===== src/rtl/seg_display_scanner.sv =====
// Multiplexed 7-segment scanner: one shared BCD decoder, one-hot digit enable.
// Optional LEADING_ZERO_BLANK_EN darkens leading zero digits (digit 0 always lit).
module seg_display_scanner #(
  parameter int NUM_DIGITS  = 4,
  parameter int REFRESH_DIV = 1000
) (
  input  logic                    clk,
  input  logic                    rst,
  input  logic                    load_valid,
  output logic                    load_ready,
  input  logic [4*NUM_DIGITS-1:0] load_data,
  output logic [3:0]              bcd,
  output logic [NUM_DIGITS-1:0]   digit_en,
  output logic                    blank,
  output logic                    frame_done
);

  localparam int DW = 4 * NUM_DIGITS;
  localparam int IW = $clog2(NUM_DIGITS);
  localparam int CW = $clog2(REFRESH_DIV);
  localparam logic [IW-1:0] IDX_LAST = IW'(NUM_DIGITS - 1);
  localparam logic [CW-1:0] CNT_LAST = CW'(REFRESH_DIV - 1);

  typedef enum logic [1:0] {
    S_IDLE,
    S_GAP,
    S_ON
  } state_e;

  state_e            state_q, state_d;
  logic [IW-1:0]     idx_q, idx_d;
  logic [CW-1:0]     cnt_q, cnt_d;
  logic [DW-1:0]     disp_q, disp_d;
  logic [DW-1:0]     shad_q, shad_d;
  logic              pend_q, pend_d;
  logic [3:0]        bcd_q, bcd_d;
  logic [NUM_DIGITS-1:0] en_q, en_d;
  logic              blank_q, blank_d;
  logic              fd_q, fd_d;
  logic              rdy_q, rdy_d;

  logic              accept;
  logic              last_on;
  logic              boundary;
  logic [3:0]        nib;
  logic [NUM_DIGITS-1:0] lz;

  assign accept   = load_valid && rdy_q;
  assign last_on  = (state_q == S_ON) && (cnt_q == CNT_LAST);
  assign boundary = last_on && (idx_q == IDX_LAST);

  assign load_ready = rdy_q;
  assign bcd        = bcd_q;
  assign digit_en   = en_q;
  assign blank      = blank_q;
  assign frame_done = fd_q;

  always_ff @(posedge clk) begin
    if (rst) begin
      state_q <= S_IDLE;
      idx_q   <= '0;
      cnt_q   <= '0;
      disp_q  <= '0;
      shad_q  <= '0;
      pend_q  <= 1'b0;
      bcd_q   <= 4'h0;
      en_q    <= '0;
      blank_q <= 1'b1;
      fd_q    <= 1'b0;
      rdy_q   <= 1'b1;
    end else begin
      state_q <= state_d;
      idx_q   <= idx_d;
      cnt_q   <= cnt_d;
      disp_q  <= disp_d;
      shad_q  <= shad_d;
      pend_q  <= pend_d;
      bcd_q   <= bcd_d;
      en_q    <= en_d;
      blank_q <= blank_d;
      fd_q    <= fd_d;
      rdy_q   <= rdy_d;
    end
  end

  always_comb begin
    state_d = state_q;
    idx_d   = idx_q;
    cnt_d   = cnt_q;
    unique case (state_q)
      S_IDLE: begin
        if (accept) begin
          state_d = S_GAP;
          idx_d   = '0;
          cnt_d   = '0;
        end
      end
      S_GAP: begin
        state_d = S_ON;
        cnt_d   = cnt_q + 1'b1;
      end
      S_ON: begin
        if (cnt_q == CNT_LAST) begin
          state_d = S_GAP;
          cnt_d   = '0;
          if (idx_q == IDX_LAST) idx_d = '0;
          else                   idx_d = idx_q + 1'b1;
        end else begin
          cnt_d = cnt_q + 1'b1;
        end
      end
      default: state_d = S_IDLE;
    endcase
  end

  // New frames land only at frame boundaries; mid-frame loads wait in shadow.
  always_comb begin
    disp_d = disp_q;
    shad_d = shad_q;
    pend_d = pend_q;
    if (state_q == S_IDLE) begin
      if (accept) disp_d = load_data;
    end else if (boundary) begin
      if (pend_q)      disp_d = shad_q;
      else if (accept) disp_d = load_data;
      pend_d = 1'b0;
    end else if (accept) begin
      shad_d = load_data;
      pend_d = 1'b1;
    end
  end

  always_comb begin
    nib = 4'h0;
    for (int i = 0; i < NUM_DIGITS; i++) begin
      if (idx_d == IW'(i)) nib = disp_d[4*i +: 4];
    end
  end

`ifdef LEADING_ZERO_BLANK_EN
  always_comb begin
    logic above;
    above = 1'b0;
    lz    = '0;
    for (int i = NUM_DIGITS - 1; i >= 0; i--) begin
      above = above | (disp_d[4*i +: 4] != 4'h0);
      lz[i] = !above && (i != 0);
    end
  end
`else
  assign lz = '0;
`endif

  // Outputs are computed from next-state values so they register with state.
  always_comb begin
    bcd_d   = 4'h0;
    en_d    = '0;
    rdy_d   = 1'b1;
    fd_d    = boundary;
    if (state_d != S_IDLE) begin
      rdy_d = !pend_d;
      if (nib > 4'd9) bcd_d = 4'hF;
      else            bcd_d = nib;
      if ((state_d == S_ON) && (nib <= 4'd9) && !lz[idx_d])
        en_d = NUM_DIGITS'(1) << idx_d;
    end
    blank_d = (en_d == '0);
  end

endmodule


===== config.mk =====
export PLATFORM = sky130hd
export DESIGN_NAME = seg_display_scanner
export DESIGN_NICKNAME = d
export VERILOG_FILES = /design/src/rtl/seg_display_scanner.sv
export SDC_FILE = /design/constraint.sdc
export NUM_CORES = 1
export LEC_CHECK = 0
export CAP_MARGIN = 40
export CORE_UTILIZATION = 40
export DETAILED_ROUTE_END_ITERATION = 8
export HOLD_SLACK_MARGIN = 0.1
export PLACE_DENSITY_LB_ADDON = 0.2
export SYNTH_ARGS = -nofsm -noshare
export SYNTH_HDL_FRONTEND = slang
export SYNTH_SLANG_ARGS = --single-unit
export TNS_END_PERCENT = 50

===== constraint.sdc =====
create_clock -name clk -period 4.3 [get_ports clk]
set_clock_uncertainty 0.15 [all_clocks]
set_input_delay 1.075 -clock clk [delete_from_list [all_inputs] [get_ports clk]]
set_output_delay 1.075 -clock clk [all_outputs]
set_load 0.1 [all_outputs]

# Word-level counts from Yosys, hierarchy flattened
# Index checks and enable logic that the tools add are counted.
[totals] input_bits=19 wordCells=70 register_bits=58
[op_classes] order_cmp=3 n_reduce_logical=15 n_shift=1 bitwise_logic=3 muxes=26 n_addsub=2 eq_ne=9
[op_table] operator="two-way mux 16 bit" n=4
[op_table] operator="one-hot mux 10 bit (3 select lines)" n=1
[op_table] operator="two-way mux 4 bit" n=7
[op_table] operator="two-way mux 10 bit" n=2
[op_table] operator="adder 10 x 1 -> 10 bit (second input constant)" n=1
[op_table] operator="equality test 10 bit (second input constant)" n=1
[op_table] operator="equality test 2 bit (second input constant)" n=5
[op_table] operator="two-way mux 2 bit" n=5
[op_table] operator="one-hot mux 2 bit (3 select lines)" n=1
[op_table] operator="logical AND 1 bit" n=5
[op_table] operator="equality test 2 x 1 -> 1 bit (second input constant)" n=2
[op_table] operator="> comparator 4 bit (second input constant)" n=1
[op_table] operator="<= comparator 4 bit (second input constant)" n=1
[op_table] operator="logical NOT 2 bit" n=2
[op_table] operator="logical NOT 4 bit" n=1
[op_table] operator="two-way mux 1 bit" n=4
[op_table] operator="one-hot mux 2 bit (2 select lines)" n=1
[op_table] operator="left shift 1 x 2 -> 4 bit (first input constant)" n=1
[op_table] operator="less-than comparator 2 x 3 -> 1 bit (second input constant)" n=1
[op_table] operator="NOT 1 bit" n=3
[op_table] operator="AND reduction 3 bit" n=1
[op_table] operator="nonzero test 3 bit" n=1
[op_table] operator="adder 2 x 1 -> 2 bit (second input constant)" n=1
[op_table] operator="binary-select mux 1 bit (select 2 bit)" n=1
[op_table] operator="other kinds (5)" n=6

# Depth between registers and ports, before layout
# Gate-level depths: netlist of the first run.
[depth] word_depth=15 depth_mapped=12 ltp_nobuf=10

# Least setup slack after synthesis of the first run
# Ideal clock, no wire load.
[synth_timing] path_kind="input port to flip-flop" start="in load_valid" end="reg cnt_q[8]" setup_time_ns=0.128 setup_slack_ns=1.484 cell_stages=7 required_ns=4.022 t_arrival_ns=2.538 path_cell_list="nand2_1 clkbuf_1 a21oi_1 nand2_1 or3_1 xor2_1 nor2_1"
[synth_between] elab_chain_len=3
[synth_lines] element="from (decl)" line="9" rtl="input logic load_valid,"
[synth_lines] element="logical AND 1 bit" line="48" rtl="assign accept = load_valid && rdy_q;"
[synth_lines] element="inequality test 2 bit (no line)"
[synth_lines] element="AND reduction 2 bit (no line)"
[synth_lines] element="to (signal assigned)" line="74" rtl="cnt_q <= cnt_d;"
[synth_lines] element="to (decl)" line="32" rtl="logic [CW-1:0] cnt_q, cnt_d;"
# No other way between the ends.
# A chain may end at the register's enable or synchronous reset.

# Worst setup path after layout of the first run
[layout_timing] start="in load_valid" end="reg en_q[2] (netlist: digit_en[2])"
[layout_between] elab_chain_len=14
[layout_lines] element="logical AND 1 bit (*)" line="48"
[layout_lines] element="two-way mux 16 bit" line="122, 125"
[layout_lines] element="two-way mux 16 bit" line="124" rtl="if (pend_q) disp_d = shad_q;"
[layout_lines] element="two-way mux 16 bit" line="123" rtl="end else if (boundary) begin"
[layout_lines] element="two-way mux 16 bit" line="121" rtl="if (state_q == S_IDLE) begin"
[layout_lines] element="two-way mux 4 bit (4 in series)" line="136" rtl="if (idx_d == IW'(i)) nib = disp_d[4*i +: 4];"
[layout_lines] element="<= comparator 4 bit" line="164" rtl="if ((state_d == S_ON) && (nib <= 4'd9) && !lz[idx_d])"
[layout_lines] element="logical AND 1 bit (2 in series)" line="164"
[layout_lines] element="two-way mux 4 bit" line="164"
[layout_lines] element="two-way mux 4 bit (*)" line="160" rtl="if (state_d != S_IDLE) begin"
[layout_lines] element="to (signal assigned)" line="79" rtl="en_q <= en_d;"
[layout_lines] element="to (decl)" line="37" rtl="logic [NUM_DIGITS-1:0] en_q, en_d;"
# Every way passes the cells marked *; elsewhere a longest branch is shown, timed or not. The select of a mux whose other input is x is not followed.

==> results of run 1 <==
logic make-up (layout without fill, tap and decap cells):
group | count (synthesis) | after routing
compound gates | 36 | 36
xor+xnor | 9 | 9
fa+ha+maj | 7 | 7
buf+inv | 27 | 69
flops | 58 | 58
mux | 43 | 43
simple gates | 139 | 139
per-stage QoR:
stage / util (%) / setup WS, ns
3_5_place_dp: 49.2 / 0.951
4_1_cts: 52.4 / 1.31
2_1_floorplan: - / 1.48
6_report: 52.4 / 1.29
3_3_place_gp: 46.6 / 0.968
5_1_grt: 52.4 / 1.11
synthesized netlist by cell type, types with 2 or more instances:
| master | n | share of area (%) |
|---|---|---|
| nor2_1 | 61 | 8.0 |
| ha_1 | 7 | 3.0 |
| nand3_1 | 7 | 1.2 |
| o21a_1 | 3 | 0.78 |
| buf_2 | 2 | 0.35 |
| a21oi_1 | 3 | 0.52 |
| nand4_1 | 4 | 0.87 |
| a211o_2 | 12 | 4.2 |
| nand2_1 | 21 | 2.7 |
| mux2i_1 | 40 | 14 |
| xnor2_1 | 3 | 0.91 |
| xor2_1 | 6 | 1.8 |
| buf_4 | 3 | 0.78 |
| o21ai_0 | 7 | 1.2 |
| and3_2 | 3 | 0.78 |
| nor4_1 | 2 | 0.44 |
| buf_6 | 4 | 1.6 |
| dfxtp_1 | 58 | 40 |
| a21o_1 | 3 | 0.78 |
| a31oi_1 | 4 | 0.87 |
| mux2i_2 | 3 | 1.4 |
| clkbuf_1 | 9 | 1.2 |
| nor3_1 | 29 | 5.1 |
| inv_1 | 8 | 1.0 |
critical path, stage by stage:
cell	delay, ns
clkdlybuf4s50_1	0.41
nand2_1	0.09
buf_4	0.31
mux2i_1	0.23
a211o_2	0.16
mux2i_1	0.08
mux2i_2	0.35
a21oi_2	0.10
nor4_1	0.26
worst paths after layout:
path                                  from     endpoint  cells after the start
worst max register to register    cnt_q[0]  digit_en[2]                      9
worst max-delay path            load_valid  digit_en[2]                      9
worst min register to register   shad_q[1]    shad_q[1]                      2
worst min-delay path             shad_q[1]    shad_q[1]                      2
registers in the layout, indices dropped and copies added (netlist names):
name	count
bcd	4
blank	1
cnt_q	10
digit_en	4
disp_q	16
frame_done	1
idx_q	2
load_ready	1
pend_q	1
shad_q	16
state_q	2
final cells by class:
type	count	share of cell area [%]
clock buffer	11	3.93
clock inverter	5	2.16
inverter	8	0.835
multi-input combinational	234	43.5
sequential	58	32.3
tap	96	3.34
timing repair buffer	45	13.9
report_power, final:
part / leakage (nW) / total [mW] / switching [mW] / internal, mW
combinational: 0.822 / 0.549 / 0.316 / 0.233
clock: 0.109 / 0.556 / 0.216 / 0.340
sequential: 0.474 / 0.639 / 0.0370 / 0.602
layer usage:
layer	routed length (um)	GRT usage (%)	share of wire, %
met5	0	0	0
met4	78	6.82	1.2
met3	299	5.33	4.7
met2	2820	29.7	45
met1	3100	24.8	49
==> metrics.log, run 1 <==
[metrics] Static Leak: 1.41 nW
[metrics] number of sinks on the clock net: 58
[metrics] diodes inserted: 0
[metrics] pin count of the biggest net entering global routing: 41
[metrics] post-route design area: 3600 um^2
[metrics] number of hold buffers added after CTS: 0
[metrics] result of the run: completed
[metrics] antenna violations before repair: 0
[metrics] clock period minus final worst setup slack: 3.01 ns
[metrics] CTS tree: done
[metrics] type of element capturing the critical path: flip-flop
[metrics] MaxCap Viol Count: 0
[metrics] vias per inst: 5.05
[metrics] number of cells after detailed placement: 441
[metrics] fraction of final layout cells with drive strength greater than 1: 16.3%
[metrics] slack of the worst reg-to-reg path: 1.33 ns
[metrics] horizontal die dimension: 86.8 um
[metrics] xor-xnor portion of the synthesized cell area: 2.74%
[metrics] post-synthesis to final-layout area growth: 25.2%
[metrics] Setup Viol. Count Final: 0
[metrics] maximum vdd drop: 0.000265 V
[metrics] number of placement rows: 30
[metrics] fraction of the mapped netlist area in simple logic gates: 23.2%
[metrics] number of DRC markers after the initial detailed-route iteration: 115
[metrics] synthesized-area fraction occupied by ao, oa, aoi and oai cells: 10.2%
[metrics] warnings from Yosys: 0
[metrics] Async SR Flop Fraction: 0%
[metrics] setup repair bufs after CTS: 0
[metrics] f_max: 332 MHz
[metrics] leading cell types in the layout, fill and taps excluded: 61 x nor2_1, 58 x dfxtp_1, 40 x mux2i_1
[metrics] mapped cell area: 2870 um^2
[metrics] hpwl dp: 4.23 mm
[metrics] ys flop type: dfxtp_1
[metrics] CP Data Arrival Time: 3.10 ns
[metrics] number of endpoints with negative hold slack in the final report: 0
[metrics] total wire length after detailed routing: 6.30 mm
[metrics] cell area reported after detailed placement: 3380 um^2
[metrics] GR Overflow Total: 0
[metrics] sort of element at the start of the critical path: input port
[metrics] footprint of the flip-flops and latches: 1160 um^2
[metrics] worst setup path class: input port to flip-flop
[metrics] unrepaired setup endpoints after global routing: false
[metrics] total power density per cell area: 485 nW/um^2
[metrics] final count of pins violating max slew: 0
[metrics] number of flops mapped to enable cells by yosys: 0
[metrics] maximum fanout encountered on the critical timing path: 20
[metrics] router iterations before antenna repair: 4
[metrics] total number of H-tree levels: 3
[metrics] multi-input logic area: 1570 um^2
[metrics] average size of a mapped cell: 9.01 um^2
[metrics] number of remaining DRC errors: 0
[metrics] drt wl/cell: 13.8 um
[metrics] overall global routing resource usage: 18.9%
[metrics] number of nets with antenna violations after routing: 0
[metrics] class of the worst hold path: flip-flop to flip-flop
[metrics] Worst Path Required: 4.39 ns
[metrics] post-synthesis sequential area ratio: 40.4%
[metrics] number of CTS-inserted buffers: 9
[metrics] number of buffers between clock root and the deepest sink: 2
[metrics] final non-filler cell total: 457
[metrics] number of top-level design ports: 30
[metrics] Root Driver: clkbuf_8
[metrics] Yosys cell types: 41
[metrics] most common cell after layout, fill and taps aside: nor2_1
[metrics] floorplan die height: 86.8 um
[metrics] initial standard-cell utilization of the core: 41.8%
[metrics] Core ar.: 6870 um^2
[metrics] # resized after CTS: 0
[metrics] clock-pin transition on the worst setup and hold timing paths: 0.06 ns
[metrics] full die area: 7530 um^2
[metrics] adder and majority gate portion of the synthesized area: 3.05%
[metrics] number of flip-flops and latches in the synthesized netlist: 58
[metrics] final setup TNS: 0 ns
[metrics] insertion delay of the later-clocked pin in the worst-skew pair: 0.34 ns
[metrics] Total Power: 1.74 mW
[metrics] post-route clock period utilization: 70.1%
[metrics] # nets final: 382
[metrics] number of filler instances in the final layout: 634
[metrics] multiplexer share of the synthesized area: 15.4%
[metrics] headroom to the max-slew limit: 55.5%
[metrics] detailed-route via count: 2306
[metrics] first-pass GRT wire length: 10.8 mm
[metrics] worst hold slack: 0.348 ns
[metrics] weighted congestion reported at the end of routability-driven placement: 0.807
[metrics] number of global-route vias before repair: 2257
[metrics] post-synth net total: 345
[metrics] Worst Max-Slew Pin Slew: 0.668 ns
[metrics] count of input and output buffers: 29
[metrics] cell count after synthesis: 319
[metrics] dominant combinational cell family by area after synthesis: simple AND/OR/NAND/NOR gates
Note: power is estimated with default switching activity, not from simulation.
==> inputs of run 2 (changes only) <==
clock period = 2.98 ns   (was 4.3 ns; I/O delays follow)
==> run 2 against run 1 <==
  * Sequential cell count unchanged
  * Via count up 0.13%
  * Register-to-register slack worse by 1.1 ns
  * Worst setup slack worse by 1.0 ns
  * Largest power group unchanged
==> metrics.log, run 2 (synthesis results as in run 1) <==
[metrics] result of the run: completed
[metrics] Finished Core Util: 50.6% (-1.8 points)
[metrics] horizontal die dimension: 86.8 um (unchanged)
[metrics] slack of the worst reg-to-reg path: 0.24 ns (-1.09 ns)
[metrics] most common cell after layout, fill and taps aside: nor2_1
[metrics] count of input and output buffers: 29 (unchanged)
[metrics] final setup TNS: 0 ns (unchanged)
[metrics] type of element capturing the critical path: flip-flop
[metrics] final count of pins violating max slew: 0 (unchanged)
[metrics] Static Leak: 1.39 nW (-1.4%)
[metrics] post-route clock period utilization: 92.1%
[metrics] drt wl/cell: 13.8 um (+0.52%)
[metrics] fraction of final layout cells with drive strength greater than 1: 18.6% (+2.3 points)
[metrics] Worst path max stage delay: 0.41 ns (about the same)
[metrics] insertion delay of the later-clocked pin in the worst-skew pair: 0.33 ns (about the same)
[metrics] initial standard-cell utilization of the core: 41.8% (unchanged)
[metrics] sort of element at the start of the critical path: flip-flop
[metrics] Core ar.: 6870 um^2 (unchanged)
[metrics] number of nets with antenna violations after routing: 0 (unchanged)
[metrics] clock-pin transition on the worst setup and hold timing paths: 0.06 ns (about the same)
[metrics] largest registers: disp_q: 16 flops, shad_q: 16 flops, cnt_q: 10 flops
[metrics] overall global routing resource usage: 18.5% (-0.40 points)
[metrics] worst path cell trace: ha_1, and4bb_4, and4_4, nor3_1, a211o_2, mux2i_1, mux2i_2, a21oi_2, nor4_1
[metrics] setup repair bufs after CTS: 0 (unchanged)
[metrics] first-pass GRT wire length: 10.8 mm (-0.39%)
[metrics] Total Power: 2.43 mW (+39%)
[metrics] CP Data Arrival Time: 2.78 ns (-0.32 ns)
[metrics] number of CTS-inserted buffers: 9 (unchanged)
[metrics] post-route design area: 3480 um^2 (-3.4%)
[metrics] antenna violations before repair: 0 (unchanged)
[metrics] # resized after CTS: 0 (unchanged)
[metrics] Setup Viol. Count Final: 0 (unchanged)
[metrics] footprint of the flip-flops and latches: 1160 um^2 (unchanged)
[metrics] CP bufs+invs: 0 (-2)
[metrics] floorplan die height: 86.8 um (unchanged)
[metrics] GR Overflow Total: 0 (unchanged)
[metrics] CTS tree: done
[metrics] number of top-level design ports: 30 (unchanged)
[metrics] Largest delay share family, worst path: simple AND/OR/NAND/NOR gates
[metrics] router iterations before antenna repair: 4 (unchanged)
[metrics] number of filler instances in the final layout: 658 (+3.8%)
[metrics] number of remaining DRC errors: 0 (unchanged)
[metrics] weighted congestion reported at the end of routability-driven placement: 0.770 (-4.6%)
[metrics] Worst Path Required: 3.02 ns (-1.37 ns)
[metrics] maximum fanout encountered on the critical timing path: 21 (+5.0%)
[metrics] number of global-route vias before repair: 2267 (+0.44%)
[metrics] detailed-route via count: 2309 (+0.13%)
[metrics] final non-filler cell total: 456 (-0.22%)
[metrics] f_max: 365 MHz
[metrics] number of hold buffers added after CTS: 0 (unchanged)
[metrics] number of cells after detailed placement: 440 (-0.23%)
[metrics] worst setup path class: flip-flop to flip-flop
[metrics] hpwl dp: 4.36 mm (+3.2%)
[metrics] # nets final: 381 (-0.26%)
[metrics] maximum vdd drop: 0.000350 V (+32%)
[metrics] Critical Path Slowest Stage Cell: dfxtp_1
[metrics] MaxCap Viol Count: 0 (unchanged)
[metrics] multi-input logic area: 1570 um^2 (unchanged)
[metrics] full die area: 7530 um^2 (unchanged)
[metrics] diodes inserted: 0 (unchanged)
[metrics] Worst Max-Slew Pin Slew: 0.622 ns (-0.0460 ns)
[metrics] total number of H-tree levels: 3 (unchanged)
[metrics] cell area reported after detailed placement: 3280 um^2 (-3.0%)
[metrics] post-synthesis to final-layout area growth: 20.9%
[metrics] leading cell types in the layout, fill and taps excluded: 61 x nor2_1, 58 x dfxtp_1, 40 x mux2i_1
[metrics] total power density per cell area: 698 nW/um^2 (+44%)
[metrics] pin count of the biggest net entering global routing: 26 (-37%)
[metrics] headroom to the max-slew limit: 58.1% (+2.6 points)
[metrics] number of placement rows: 30 (unchanged)
[metrics] number of sinks on the clock net: 58 (unchanged)
[metrics] Root Driver: clkbuf_8
[metrics] vias per inst: 5.06 (+0.35%)
[metrics] number of buffers between clock root and the deepest sink: 2 (unchanged)
[metrics] total wire length after detailed routing: 6.32 mm (+0.30%)
[metrics] number of DRC markers after the initial detailed-route iteration: 101 (-12%)
[metrics] clock period minus final worst setup slack: 2.74 ns
[metrics] number of endpoints with negative hold slack in the final report: 0 (unchanged)
[metrics] class of the worst hold path: flip-flop to flip-flop
[metrics] unrepaired setup endpoints after global routing: false
run 2: cell count changes in the layout (fill, tap and decap cells not counted):
cell             previous run  this run
buf_12                      0         2
buf_4                       4        24
buf_8                      12         0
bufinv_16                   2         1
clkbuf_1                    1         3
clkbuf_8                   10        11
clkdlybuf4s50_1            29        18
clkinv_2                    2         1
clkinvlp_4                  1         0
run 2: report_power, final:
group,internal (mW),total [mW],switching [mW],leakage [nW]
Sequential,0.868,0.922,0.0536,0.474
Combinational,0.313,0.770,0.457,0.811
Clock,0.432,0.733,0.301,0.101
Total,1.61,2.43,0.812,1.39
run 2: area by class of cell:
class                           instances  share of cell area [%]
Inverter                                8                   0.864
Multi-Input combinational cell        234                    45.1
Clock inverter                          2                    1.01
Timing Repair Buffer                   44                    11.5
Sequential cell                        58                    33.4
Tap cell                               96                    3.46
Clock buffer                           14                    4.68
run 2: final timing paths:
| kind | startpoint | to | cells after the start |
|---|---|---|---|
| max | cnt_q[0] | digit_en[0] | 9 |
| min | shad_q[12] | shad_q[12] | 2 |
| max reg2reg | cnt_q[0] | digit_en[0] | 9 |
| min reg2reg | shad_q[12] | shad_q[12] | 2 |
run 2: through the flow:
stage,worst slack (ns),hold slack [ns]
final,0.237,0.346
after global placement,-0.0626,0.324
after floorplan,0.194,0.310
after CTS,0.236,0.353
after global routing,0.0213,0.376
after detailed placement,-0.0766,0.338
run 2: worst min-delay path, cell delays in order, from the launching register on:
cell and delay (ns):
dfxtp_1 0.33, mux2i_1 0.07, nor2_1 0.07
run 2: metal layers:
metal / wire length (um) / track usage (%) / share of wire, % / vias up
met4: 64 / 5.61 / 1.0 / 0
li1: - / - / - / 1175
met1: 3150 / 23.6 / 50 / 1091
met5: 0 / 0 / 0 / -
met2: 2830 / 30.1 / 45 / 37
met3: 271 / 5.62 / 4.3 / 6
